===== src/rtl/knn_pkg.sv =====
// Shared types and helpers for the KNN stream controller.
// The optional stall counter is enabled with the KNN_CTRL_PERF_EN macro.
package knn_pkg;

    localparam int WORD_W = 32;

    typedef enum logic [2:0] {
        IDLE      = 3'd0,
        LOAD_TEST = 3'd1,
        STREAM    = 3'd2,
        WAIT_RES  = 3'd3,
        CAPTURE   = 3'd4,
        OUTPUT    = 3'd5
    } knn_ctrl_state_t;

    // One stream beat carries one dimension, so a vector takes DIMS beats.
    function automatic int unsigned beats_per_vector(input int unsigned dims);
        return dims;
    endfunction

    function automatic logic [63:0] groups_needed(input logic [63:0] num_train,
                                                  input int unsigned knns);
        return (num_train + 64'(knns) - 64'd1) / 64'(knns);
    endfunction

    function automatic int unsigned ptr_w(input int unsigned n);
        return (n > 1) ? $clog2(n) : 1;
    endfunction

endpackage


===== src/rtl/knn_result_buf.sv =====
// K-entry result capture RAM: fills from the array burst, then replays the
// words on a valid/ready stream, nearest first.
module knn_result_buf
    import knn_pkg::*;
#(
    parameter int K = 8
) (
    input  logic              clk_i,
    input  logic              rst_i,
    input  logic              wr_en_i,
    input  logic [WORD_W-1:0] wr_data_i,
    output logic              wr_last_o,
    input  logic              m_ready_i,
    output logic              m_valid_o,
    output logic [WORD_W-1:0] m_data_o,
    output logic              m_last_o,
    output logic              rd_done_o
);

    localparam int PW = ptr_w(K);
    localparam logic [PW-1:0] LAST_IDX = PW'(K - 1);

    logic [WORD_W-1:0] mem_q [K];
    logic [PW-1:0]     wr_ptr_q, wr_ptr_d;
    logic [PW-1:0]     rd_ptr_q, rd_ptr_d;
    logic              valid_q, valid_d;
    logic              rd_fire;

    assign wr_last_o = wr_en_i && (wr_ptr_q == LAST_IDX);
    assign rd_fire   = valid_q && m_ready_i;
    assign m_valid_o = valid_q;
    assign m_last_o  = valid_q && (rd_ptr_q == LAST_IDX);
    assign rd_done_o = rd_fire && m_last_o;
    // Data is forced to zero whenever nothing is being offered.
    assign m_data_o  = valid_q ? mem_q[rd_ptr_q] : '0;

    always_comb begin
        wr_ptr_d = wr_ptr_q;
        rd_ptr_d = rd_ptr_q;
        valid_d  = valid_q;
        if (wr_en_i) begin
            wr_ptr_d = wr_last_o ? '0 : wr_ptr_q + PW'(1);
        end
        if (wr_last_o) begin
            valid_d = 1'b1;
        end
        if (rd_fire) begin
            rd_ptr_d = m_last_o ? '0 : rd_ptr_q + PW'(1);
        end
        if (rd_done_o) begin
            valid_d = 1'b0;
        end
    end

    always_ff @(posedge clk_i) begin
        if (rst_i) begin
            wr_ptr_q <= '0;
            rd_ptr_q <= '0;
            valid_q  <= 1'b0;
        end else begin
            wr_ptr_q <= wr_ptr_d;
            rd_ptr_q <= rd_ptr_d;
            valid_q  <= valid_d;
        end
    end

    always_ff @(posedge clk_i) begin
        if (wr_en_i) begin
            mem_q[wr_ptr_q] <= wr_data_i;
        end
    end

endmodule


===== src/rtl/knn_stream_ctrl.sv =====
// KNN array sequencer: loads a test vector, streams train beats into the array
// and replays the K-word result burst. KNN_CTRL_PERF_EN adds perf_stall.
module knn_stream_ctrl
    import knn_pkg::*;
#(
    parameter int DIMS  = 8,
    parameter int KNNS  = 3,
    parameter int K     = 8,
    parameter int CNT_W = 32
) (
    input  logic                          clk,
    input  logic                          rst,
    input  logic                          start,
    input  logic [CNT_W-1:0]              num_train,
    output logic                          busy,
    output logic                          err,
    input  logic                          s_valid,
    output logic                          s_ready,
    input  logic [WORD_W*KNNS-1:0]        s_data,
    output logic                          arr_en,
    output logic [WORD_W*(KNNS+1)-1:0]    arr_datain,
    input  logic                          arr_done,
    input  logic [WORD_W-1:0]             arr_dataout,
    output logic                          m_valid,
    input  logic                          m_ready,
    output logic [WORD_W-1:0]             m_data,
    output logic                          m_last,
`ifdef KNN_CTRL_PERF_EN
    output logic [31:0]                   perf_stall,
`endif
    output knn_ctrl_state_t               dbg_state
);

    localparam int BPV = beats_per_vector(DIMS);
    localparam int DW  = ptr_w(BPV);
    localparam logic [DW-1:0]  DIM_LAST = DW'(BPV - 1);
    localparam logic [CNT_W:0] KNNS_W   = (CNT_W + 1)'(KNNS);

    knn_ctrl_state_t               state_q;
    logic [DW-1:0]                 dim_cnt_q;
    logic [CNT_W-1:0]              num_q;
    logic [CNT_W-1:0]              sent_q;
    logic [WORD_W-1:0]             test_buf_q [BPV];
    logic                          busy_q, err_q, s_ready_q, arr_en_q;
    logic [WORD_W*(KNNS+1)-1:0]    arr_datain_q;

    logic                          s_fire;
    logic                          dim_wrap;
    logic [CNT_W:0]                sent_sum;
    logic                          res_wr_en, res_wr_last, res_rd_done;

    // Both streams transfer a beat only on a cycle where valid and ready are
    // high together; valid never waits on ready and data holds until taken.
    assign s_fire    = s_ready_q && s_valid;
    assign dim_wrap  = (dim_cnt_q == DIM_LAST);
    assign sent_sum  = {1'b0, sent_q} + KNNS_W;
    assign res_wr_en = ((state_q == WAIT_RES) && arr_done) || (state_q == CAPTURE);

    always_ff @(posedge clk) begin
        if (rst) begin
            state_q      <= IDLE;
            dim_cnt_q    <= '0;
            num_q        <= '0;
            sent_q       <= '0;
            busy_q       <= 1'b0;
            err_q        <= 1'b0;
            s_ready_q    <= 1'b0;
            arr_en_q     <= 1'b0;
            arr_datain_q <= '0;
        end else begin
            err_q    <= 1'b0;
            arr_en_q <= 1'b0;
            case (state_q)
                IDLE: begin
                    if (start) begin
                        if (num_train == '0) begin
                            err_q <= 1'b1;
                        end else begin
                            num_q     <= num_train;
                            sent_q    <= '0;
                            dim_cnt_q <= '0;
                            busy_q    <= 1'b1;
                            s_ready_q <= 1'b1;
                            state_q   <= LOAD_TEST;
                        end
                    end
                end
                LOAD_TEST: begin
                    if (s_fire) begin
                        dim_cnt_q <= dim_wrap ? '0 : dim_cnt_q + DW'(1);
                        if (dim_wrap) begin
                            state_q <= STREAM;
                        end
                    end
                end
                STREAM: begin
                    if (s_fire) begin
                        arr_en_q     <= 1'b1;
                        arr_datain_q <= {test_buf_q[dim_cnt_q], s_data};
                        dim_cnt_q    <= dim_wrap ? '0 : dim_cnt_q + DW'(1);
                        if (dim_wrap) begin
                            // Compare on the unsaturated sum so a huge set still terminates.
                            sent_q <= sent_sum[CNT_W] ? '1 : sent_sum[CNT_W-1:0];
                            if (sent_sum >= {1'b0, num_q}) begin
                                s_ready_q <= 1'b0;
                                state_q   <= WAIT_RES;
                            end
                        end
                    end
                end
                WAIT_RES: begin
                    if (arr_done) begin
                        state_q <= res_wr_last ? OUTPUT : CAPTURE;
                    end
                end
                CAPTURE: begin
                    if (res_wr_last) begin
                        state_q <= OUTPUT;
                    end
                end
                OUTPUT: begin
                    if (res_rd_done) begin
                        busy_q  <= 1'b0;
                        state_q <= IDLE;
                    end
                end
                default: state_q <= IDLE;
            endcase
        end
    end

    always_ff @(posedge clk) begin
        if ((state_q == LOAD_TEST) && s_fire) begin
            test_buf_q[dim_cnt_q] <= s_data[WORD_W-1:0];
        end
    end

`ifdef KNN_CTRL_PERF_EN
    logic [31:0] perf_q;

    always_ff @(posedge clk) begin
        if (rst) begin
            perf_q <= '0;
        end else if ((state_q == IDLE) && start && (num_train != '0)) begin
            perf_q <= '0;
        end else if ((state_q == STREAM) && !s_valid && (perf_q != '1)) begin
            perf_q <= perf_q + 32'd1;
        end
    end

    assign perf_stall = perf_q;
`endif

    knn_result_buf #(
        .K(K)
    ) u_result_buf (
        .clk_i     (clk),
        .rst_i     (rst),
        .wr_en_i   (res_wr_en),
        .wr_data_i (arr_dataout),
        .wr_last_o (res_wr_last),
        .m_ready_i (m_ready),
        .m_valid_o (m_valid),
        .m_data_o  (m_data),
        .m_last_o  (m_last),
        .rd_done_o (res_rd_done)
    );

    assign busy       = busy_q;
    assign err        = err_q;
    assign s_ready    = s_ready_q;
    assign arr_en     = arr_en_q;
    assign arr_datain = arr_datain_q;
    assign dbg_state  = state_q;

endmodule


===== config.mk =====
export PLATFORM = sky130hd
export DESIGN_NAME = knn_stream_ctrl
export DESIGN_NICKNAME = d
export VERILOG_FILES = /design/src/rtl/knn_pkg.sv /design/src/rtl/knn_result_buf.sv /design/src/rtl/knn_stream_ctrl.sv
export SDC_FILE = /design/constraint.sdc
export NUM_CORES = 1
export LEC_CHECK = 0
export ABC_AREA = 1
export BUFFER_PORTS_ARGS = -buffer_cell sky130_fd_sc_hd__buf_2
export CAP_MARGIN = 20
export CORE_MARGIN = 2
export CORE_UTILIZATION = 41
export CTS_BUF_LIST = sky130_fd_sc_hd__clkbuf_16
export DETAILED_ROUTE_END_ITERATION = 8
export SLEW_MARGIN = 20
export SYNTH_ARGS = -nofsm -noshare
export SYNTH_HDL_FRONTEND = slang
export SYNTH_SLANG_ARGS = --single-unit
export TNS_END_PERCENT = 1

===== constraint.sdc =====
create_clock -name clk -period 8.9 [get_ports clk]
set_clock_uncertainty 0.1 [all_clocks]
set_input_delay 1.78 -clock clk [delete_from_list [all_inputs] [get_ports clk]]
set_output_delay 1.78 -clock clk [all_outputs]
set_load 0.05 [all_outputs]

# After elaboration in Yosys (flattened, before gate mapping)
# Memories as Yosys holds them, arrays and structs flattened. A register that Yosys moved wholly into a read port is not among the register bits.
# Index checks and enable logic that the tools add are counted.
# op_classes
bitwise,4
n_mul,0
n_eq_ne,19
mux,42
n_div,0
shifts,0
n_reduce_logical,24
n_addsub,4
magnitude_cmp,1
# ops
operator,n
$mux 32,6
$pmux 32 s2,1
$mux 3,18
$add 32x2->33 const B,1
$ge 33x32->1,1
$logic_not 32->1,1
$ne 2x2->1 const B,10
$pmux 3 s6,1
$eq 3x3->1 const B,5
$mux 1,13
$reduce_and 10->1,1
$add 3x1->3 const B,3
$reduce_and 4->1,2
$logic_and 1x1->1,7
$eq 3x2->1 const B,2
$pmux 3 s2,1
$reduce_and 6->1,1
$reduce_bool 2->1,3
$reduce_or 2->1,3
$reduce_and 5->1,1
$not 1->1,4
$pmux 1 s2,2
$eq 3x1->1 const B,1
$logic_not 3->1,1
5 further kinds,5
# word_totals
mem_bits_ro,0
ff_bits,209
inputBits,166
latchBits,0
out_inout_bits,169
word_cells,108
ram_bits,512
memories,2
# mem_list
memory,words,width,read_ports,rd_ports_with_merged_regs,wr,line,source
test_buf_q,8,32,1,1,1,knn_stream_ctrl.sv:43,logic [WORD_W-1:0] test_buf_q [BPV];
u_result_buf.mem_q,8,32,1,1,1,knn_result_buf.sv:23,logic [WORD_W-1:0] mem_q [K];

# Logic depth before layout (Yosys ltp)
# Gate-level depths: netlist of run 1.
# logic_depth
depth_word,7
ltp_mapped,25
depth_no_buf,25

# Modules after synthesis
# From an unflattened synthesis of run 1, not the netlist that was laid out.
# unflattened
hier_cells,3102
hier_area_um2,30210.2
# modules_own_cells
mod,area_per_inst_um2,seq_area_each_um2,instances,cells_per_inst
knn_stream_ctrl,18629.1,11731.3,1,1931
knn_result_buf,11581.1,7887.6,1,1171

# Worst setup path after synthesis of run 1
# Ideal clock, no wire load.
# synth_timing
path_type,input-to-reg
from,input arr_done
to,memory u_result_buf.mem_q[1][0] (enable)
path_stages,6
path_buffers,0
arrival_time_ns,3.661
slack_ns,4.718
required_ns,8.379
cell_sequence,inv_1 -> a21oi_2 -> inv_1 -> nor2_1 -> inv_1 -> nor2_1
# synth_between
elab_chain_len,4
# synth_rtl
element,line,source
"start, declared",knn_stream_ctrl.sv:22,"input logic arr_done,"
$logic_and 1x1->1,knn_stream_ctrl.sv:57,assign res_wr_en = ((state_q == WAIT_RES) && arr_done) || (state_q == CAPTURE);
$logic_or 1x1->1,knn_stream_ctrl.sv:57,
$mux 1,knn_result_buf.sv:68,if (wr_en_i) begin
$mux 1 (not written as such),knn_result_buf.sv:69,mem_q[wr_ptr_q] <= wr_data_i;
"end, declared",knn_result_buf.sv:23,
# No other way between the ends.

==> results of run 1 <==
worst register-to-register path: stages, from the launching register on:
cell     delay [ns]
dfxtp_1        0.39
inv_1          0.08
ha_1           0.28
nor3_4         0.27
nand2_2        0.18
nor2_8         0.20
nand2_1        0.11
nor3b_1        0.18
or2_1          0.16
inv_1          0.06
ha_1           0.28
nand2_1        0.05
inv_1          0.09
nand3_1        0.07
nor3_1         0.34
nand4_1        0.20
nand2_2        0.12
nor2_4         0.04
nand2_4        0.10
nand3_1        0.08
nand2_1        0.08
nor2_1         0.05
cell families after synthesis:
family	count (synthesis)	synth area share, %
adders and majority gates	39	1.69
DFF	724	68.0
buffers and inverters	272	3.62
AOI/OAI and AO/OA	586	10.7
xor gates and xnor gates	25	0.759
and+or+nand+nor	1070	15.3
how the worst min path moves through the flow:
stage | end | slack, ns
3_5_place_dp | num_q[5] | 0.36
4_1_cts | num_q[7] | 0.37
2_1_floorplan | num_q[16] | 0.34
6_report | num_q[7] | 0.36
5_1_grt | num_q[10] | 0.39
3_3_place_gp | num_q[18] | 0.36
synth_stat cells, drive strengths merged:
library cell  number
nor2             727
nand3             25
o2111ai            1
nor3             140
o21bai             3
o22ai             32
xnor2              3
xor2              22
nor3b              2
a21o               5
dfxtp            212
nand2            153
clkinv             3
edfxtp           512
buf               23
o21ai            389
or2                2
a21oi             91
a211oi             1
nor4              13
clkbuf           131
ha                39
a31oi             64
inv              115
nand4              7
nand3b             1
cell type report:
cell class	instances	area [sq um]	share of cell area (%)
sequential	724	19600	57.6
multi-input combinational	1720	8280	24.3
clock buffer	81	2030	5.95
timing repair buffer	370	1960	5.76
tap	940	1180	3.45
clock inverter	60	532	1.56
inverter	118	450	1.32
antenna	5	12.5	0.0367
per-stage QoR:
stage | instance area (sq um) | util (%) | std cells | hold slack, ns
floorplan | 28900 | - | 2716 | 0.335
global placement | 31500 | 45.0 | 3871 | 0.358
detailed placement | 31500 | 45.0 | 3871 | 0.360
CTS | 34000 | 48.7 | 4012 | 0.369
global route | 34100 | 48.7 | 4016 | 0.386
finish | 34100 | 48.7 | 4018 | 0.363
sequential cells by signal (all words and copies together) (netlist names), 32 cells and up, named ones only:
register / flops
u_result_buf.mem_q: 256
test_buf_q: 256
sent_q: 32
arr_datain: 128
num_q: 32
power groups by stage:
stage,clock [mW],combinational [mW],sequential [mW]
detailed placement,0,1.10,3.85
floorplan,0,0.638,3.94
global placement,0,1.07,3.85
CTS,3.25,1.10,3.78
global route,3.39,1.22,3.79
finish,3.17,1.09,3.78
layer usage:
metal / vias to the layer above / wire [um] / global-route usage (%)
met5: - / 7 / 0
met4: 2 / 1580 / 6.14
met3: 108 / 5240 / 4.15
met2: 673 / 34900 / 33.1
met1: 9970 / 31300 / 25.6
li1: 10100 / - / -
==> results.json, run 1 <==
{
  "cts_root_buf": "clkbuf_16",
  "drive_gt1_share_pct": 17.5,
  "rows": 97,
  "viasPerCell": 5.18,
  "h-tree-depth": 3,
  "layout_commonest_cell": "nor2_1",
  "mostFrequentLayoutCells": "nor2_1 (701), edfxtp_1 (512), o21ai_0 (365)",
  "start_util_pct": 41.3,
  "clkTransAtPathRegs_ns": 0.06,
  "netlist_area_sq_um": 28900,
  "grt_first_pass_wirelength_mm": 113,
  "status": "finished clean",
  "critPathLaunchType": "flip-flop",
  "insertion_delay_ns": 0.63,
  "power.internal_mw": 5.83,
  "ant_nets": 0,
  "yosysUniqueCellTypes": 39,
  "overflow": 0,
  "worstHoldStart": "num_q[7]",
  "tightest_slew_ns": 1.03,
  "r2r-end": "dbg_state[0]",
  "drv_slew": 0,
  "nets": 3215,
  "worstHoldPathType": "reg -> reg",
  "reg2reg_depth": 21,
  "worst_slew_margin_rel_pct": 31.3,
  "rsz0062_at_grt": "false",
  "die_w_um": 269,
  "power.share.clock_pct": 39.4,
  "slowest_stage": "clkinv_1",
  "cts_tree": "yes",
  "worst-path-max-fanout": 65,
  "worstSetupEndpoint": "m_data[30]",
  "path_buf_inv": 4,
  "ctsResizeCount": 0,
  "grt_usage_pct": 19.7,
  "cts_buffers": 76,
  "swShare_pct": 27.5,
  "cp_slowest_stage_delay_ns": 0.68,
  "timing.final.ws_setup_ns": 3.40,
  "crit_path_frequent_cell": "buf_4",
  "yosys.area.top_type": "edfxtp_1",
  "fp.dieArea_sq_um": 72500,
  "vdd_drop_max_mv": 0.146,
  "r2r-start": "sent_q[0]",
  "port-buffer-count": 334,
  "first_pass_iters": 5,
  "p_switching_mw": 2.21,
  "setup_violations": 0,
  "antenna_found_initial": 5,
  "syn_area_per_cell_sq_um": 10.6,
  "wire_per_inst_um": 18.2,
  "num_vias": 20800,
  "min_period_over_period_pct": 61.8,
  "power.density_nw_per_um2": 236,
  "synthCells": 2716,
  "power_frac_seq_pct": 47.0,
  "crit_chain": "buf_4 -> clkinv_1 -> buf_4 -> nor2_1 -> o21ai_0 -> a31oi_1 -> buf_2",
  "pin_count": 335,
  "setup_tns_ns": 0,
  "cts_hold_buffers": 0,
  "crit_required_ns": 7.02,
  "core_sq_um": 69900,
  "p_leak_nw": 13.1,
  "combPwrFrac_pct": 13.5,
  "synth_seq_area_share_pct": 68.0,
  "total_power_mw": 8.04,
  "fmax_ghz": 0.182,
  "drt_iter0_markers": 1711,
  "syn2layout_area_growth_pct": 18.0,
  "crit_cells": 7,
  "grt_pass1_vias": 20200,
  "crit_type": "reg -> out",
  "grt_max_degree": 114,
  "whs_path_depth": 2,
  "die_h_um": 269,
  "place_congestion": 0.819,
  "drc": 0,
  "yosysWarnings": 0,
  "crit_family": "buffers and inverters",
  "dp_slack_ns": 4.04,
  "cts_buffer_depth": 3,
  "min_period_ns": 5.50,
  "setup.worst_path.end_class": "primary output",
  "finalHoldViolations": 0,
  "cts_setup_buffers": 0,
  "yosys-top-cells-area": "edfxtp_1 (53%), dfxtp_1 (15%), nor2_1 (9.3%), o21ai_0 (6.3%), nor3_1 (2.4%)",
  "r2r_setup_slack_ns": 5.30,
  "arrival_ns": 3.62,
  "syn_nets": 2921,
  "hpwl_mm": 41.9,
  "cts_sinks": 724,
  "routed_wl_mm": 73.0,
  "nFillCells": 6302,
  "synth_seq_cells": 724,
  "synth_top_area_share_pct": 53.3,
  "cap_violations": 0
}
No activity file was read; power rests on OpenSTA's default activity.
==> inputs of run 2 (changes only) <==
==> constraint.sdc (replaced) <==
create_clock -name clk -period 5.3 [get_ports clk]
set_clock_uncertainty 0.1 [all_clocks]
set_input_delay 1.06 -clock clk [delete_from_list [all_inputs] [get_ports clk]]
set_output_delay 1.06 -clock clk [all_outputs]
set_load 0.05 [all_outputs]
==> run 2 against run 1 <==
Total power is 67% higher. Wire length is 1.2% higher. Cell count hardly changed. Design area hardly changed. Critical path type unchanged. Combinational power is 69% higher. Clock power is 66% higher. Global-route usage is 0.36 points higher. Via count is 0.39% higher. Count of clock-buffer cells in the layout is 4 lower. Largest cell class unchanged. Critical path depth is 1 lower.
==> results.json, run 2 (same netlist as run 1, synthesis figures left out) <==
{
  "status": "finished clean",
  "crit_chain": "buf_4 -> o21ai_0 -> o22ai_1 -> o21ai_0 -> a31oi_1 -> buf_2",
  "rows": 97,
  "cts_buffers": 77,
  "cts_setup_buffers": 0,
  "routed_wl_mm": 73.9,
  "dp_slack_ns": 1.57,
  "drc": 0,
  "power_frac_seq_pct": 47.2,
  "setup.worst_path.end_class": "primary output",
  "mostFrequentLayoutCells": "nor2_1 (701), edfxtp_1 (512), o21ai_0 (365)",
  "rsz0062_at_grt": "false",
  "start_util_pct": 41.3,
  "swShare_pct": 27.7,
  "cts_hold_buffers": 0,
  "grt_first_pass_wirelength_mm": 116,
  "viasPerCell": 5.20,
  "min_period_over_period_pct": 83.3,
  "critPathLaunchType": "flip-flop",
  "cts_root_buf": "clkbuf_16",
  "crit_family": "buffers and inverters",
  "power.share.clock_pct": 39.2,
  "first_pass_iters": 5,
  "antenna_found_initial": 6,
  "place_congestion": 0.858,
  "h-tree-depth": 3,
  "setup_tns_ns": 0,
  "min_period_ns": 4.41,
  "wl_met1_mm": 31.9,
  "overflow": 0,
  "cts_buffer_depth": 3,
  "drive_gt1_share_pct": 17.4,
  "p_leak_nw": 13.1,
  "ant_nets": 0,
  "port-buffer-count": 334,
  "tightest_slew_ns": 1.13,
  "wire_per_inst_um": 18.4,
  "fmax_ghz": 0.227,
  "p_switching_mw": 3.73,
  "num_vias": 20900,
  "ctsResizeCount": 0,
  "timing.final.ws_setup_ns": 0.887,
  "die_h_um": 269,
  "cts_sinks": 724,
  "pin_count": 335,
  "path_buf_inv": 2,
  "nets": 3216,
  "utilization_pct": 48.7,
  "worstHoldPathType": "reg -> reg",
  "worst-path-max-fanout": 94,
  "power.internal_mw": 9.73,
  "crit_required_ns": 4.14,
  "drt_iter0_markers": 1631,
  "combPwrFrac_pct": 13.6,
  "crit_path_frequent_cell": "o21ai_0",
  "arrival_ns": 3.25,
  "fin_hold_ws_ns": 0.362,
  "fp.dieArea_sq_um": 72500,
  "power.density_nw_per_um2": 395,
  "wl_met2_mm": 35.1,
  "die_w_um": 269,
  "hpwl_mm": 43.5,
  "insertion_delay_ns": 0.64,
  "setup_violations": 0,
  "cts_tree": "yes",
  "drv_slew": 0,
  "finalHoldViolations": 0,
  "layout_commonest_cell": "nor2_1",
  "worst_slew_margin_rel_pct": 24.6,
  "nFillCells": 6447,
  "grt_usage_pct": 20.1,
  "dr_wl_met3_mm": 5.07,
  "core_sq_um": 69900,
  "cap_violations": 0,
  "clkTransAtPathRegs_ns": 0.06,
  "slowest_stage": "buf_4",
  "cp_slowest_stage_delay_ns": 0.80,
  "grt_max_degree": 120,
  "vdd_drop_max_mv": 0.241,
  "grt_pass1_vias": 20700,
  "syn2layout_area_growth_pct": 18.0,
  "highest_layer": "met5",
  "crit_type": "reg -> out"
}
==> run 2: area by class of cell <==
type                       instances  area, sq um  area share [%]
antenna                            5         12.5          0.0367
inverter                         118          450            1.32
clock buffer                      77         1930            5.66
sequential                       724        19600            57.6
tap                              940         1180            3.45
clock inverter                    67          617            1.81
multi-input combinational       1720         8290            24.3
timing repair buffer             370         1970            5.78
==> run 2: layer usage <==
| metal | vias to the layer above | global-route usage (%) |
|---|---|---|
| li1 | 10000 | - |
| met1 | 10000 | 26.4 |
| met2 | 694 | 33.3 |
| met3 | 114 | 3.89 |
| met4 | 2 | 6.80 |
| met5 | - | 0 |
==> run 2: metrics by stage <==
stage | area (sq um) | instances | power [mW]
2_1_floorplan | 28900 | 2716 | 7.69
3_3_place_gp | 31500 | 3872 | 8.27
3_5_place_dp | 31500 | 3872 | 8.30
4_1_cts | 34100 | 4016 | 13.6
5_1_grt | 34100 | 4021 | 14.1
6_report | 34100 | 4021 | 13.5
==> run 2: final timing paths <==
check / cells after the start / slack, ns / start / endpoint
max reg2reg: 16 / 1.68 / sent_q[0] / dbg_state[0]
min reg2reg: 2 / 0.36 / num_q[4] / num_q[4]
max: 6 / 0.89 / flip-flop / m_data[2]
min: 2 / 0.36 / num_q[4] / num_q[4]
==> run 2: power groups by stage <==
stage,clock network [mW],logic [mW],registers (mW)
6_report,5.27,1.84,6.35
3_3_place_gp,0,1.81,6.46
4_1_cts,5.41,1.85,6.34
3_5_place_dp,0,1.84,6.46
2_1_floorplan,0,1.07,6.62
5_1_grt,5.65,2.05,6.36
==> run 2: worst reg2reg max path, delay by kind of cell, from the launching register on <==
kind,cells,cell delay (ns)
XOR/XNOR,1,0.19
buffers and inverters,2,0.18
flip-flops,1,0.38
AND/OR/NAND/NOR,11,2.05
adder cells (fa/ha/maj),2,0.59
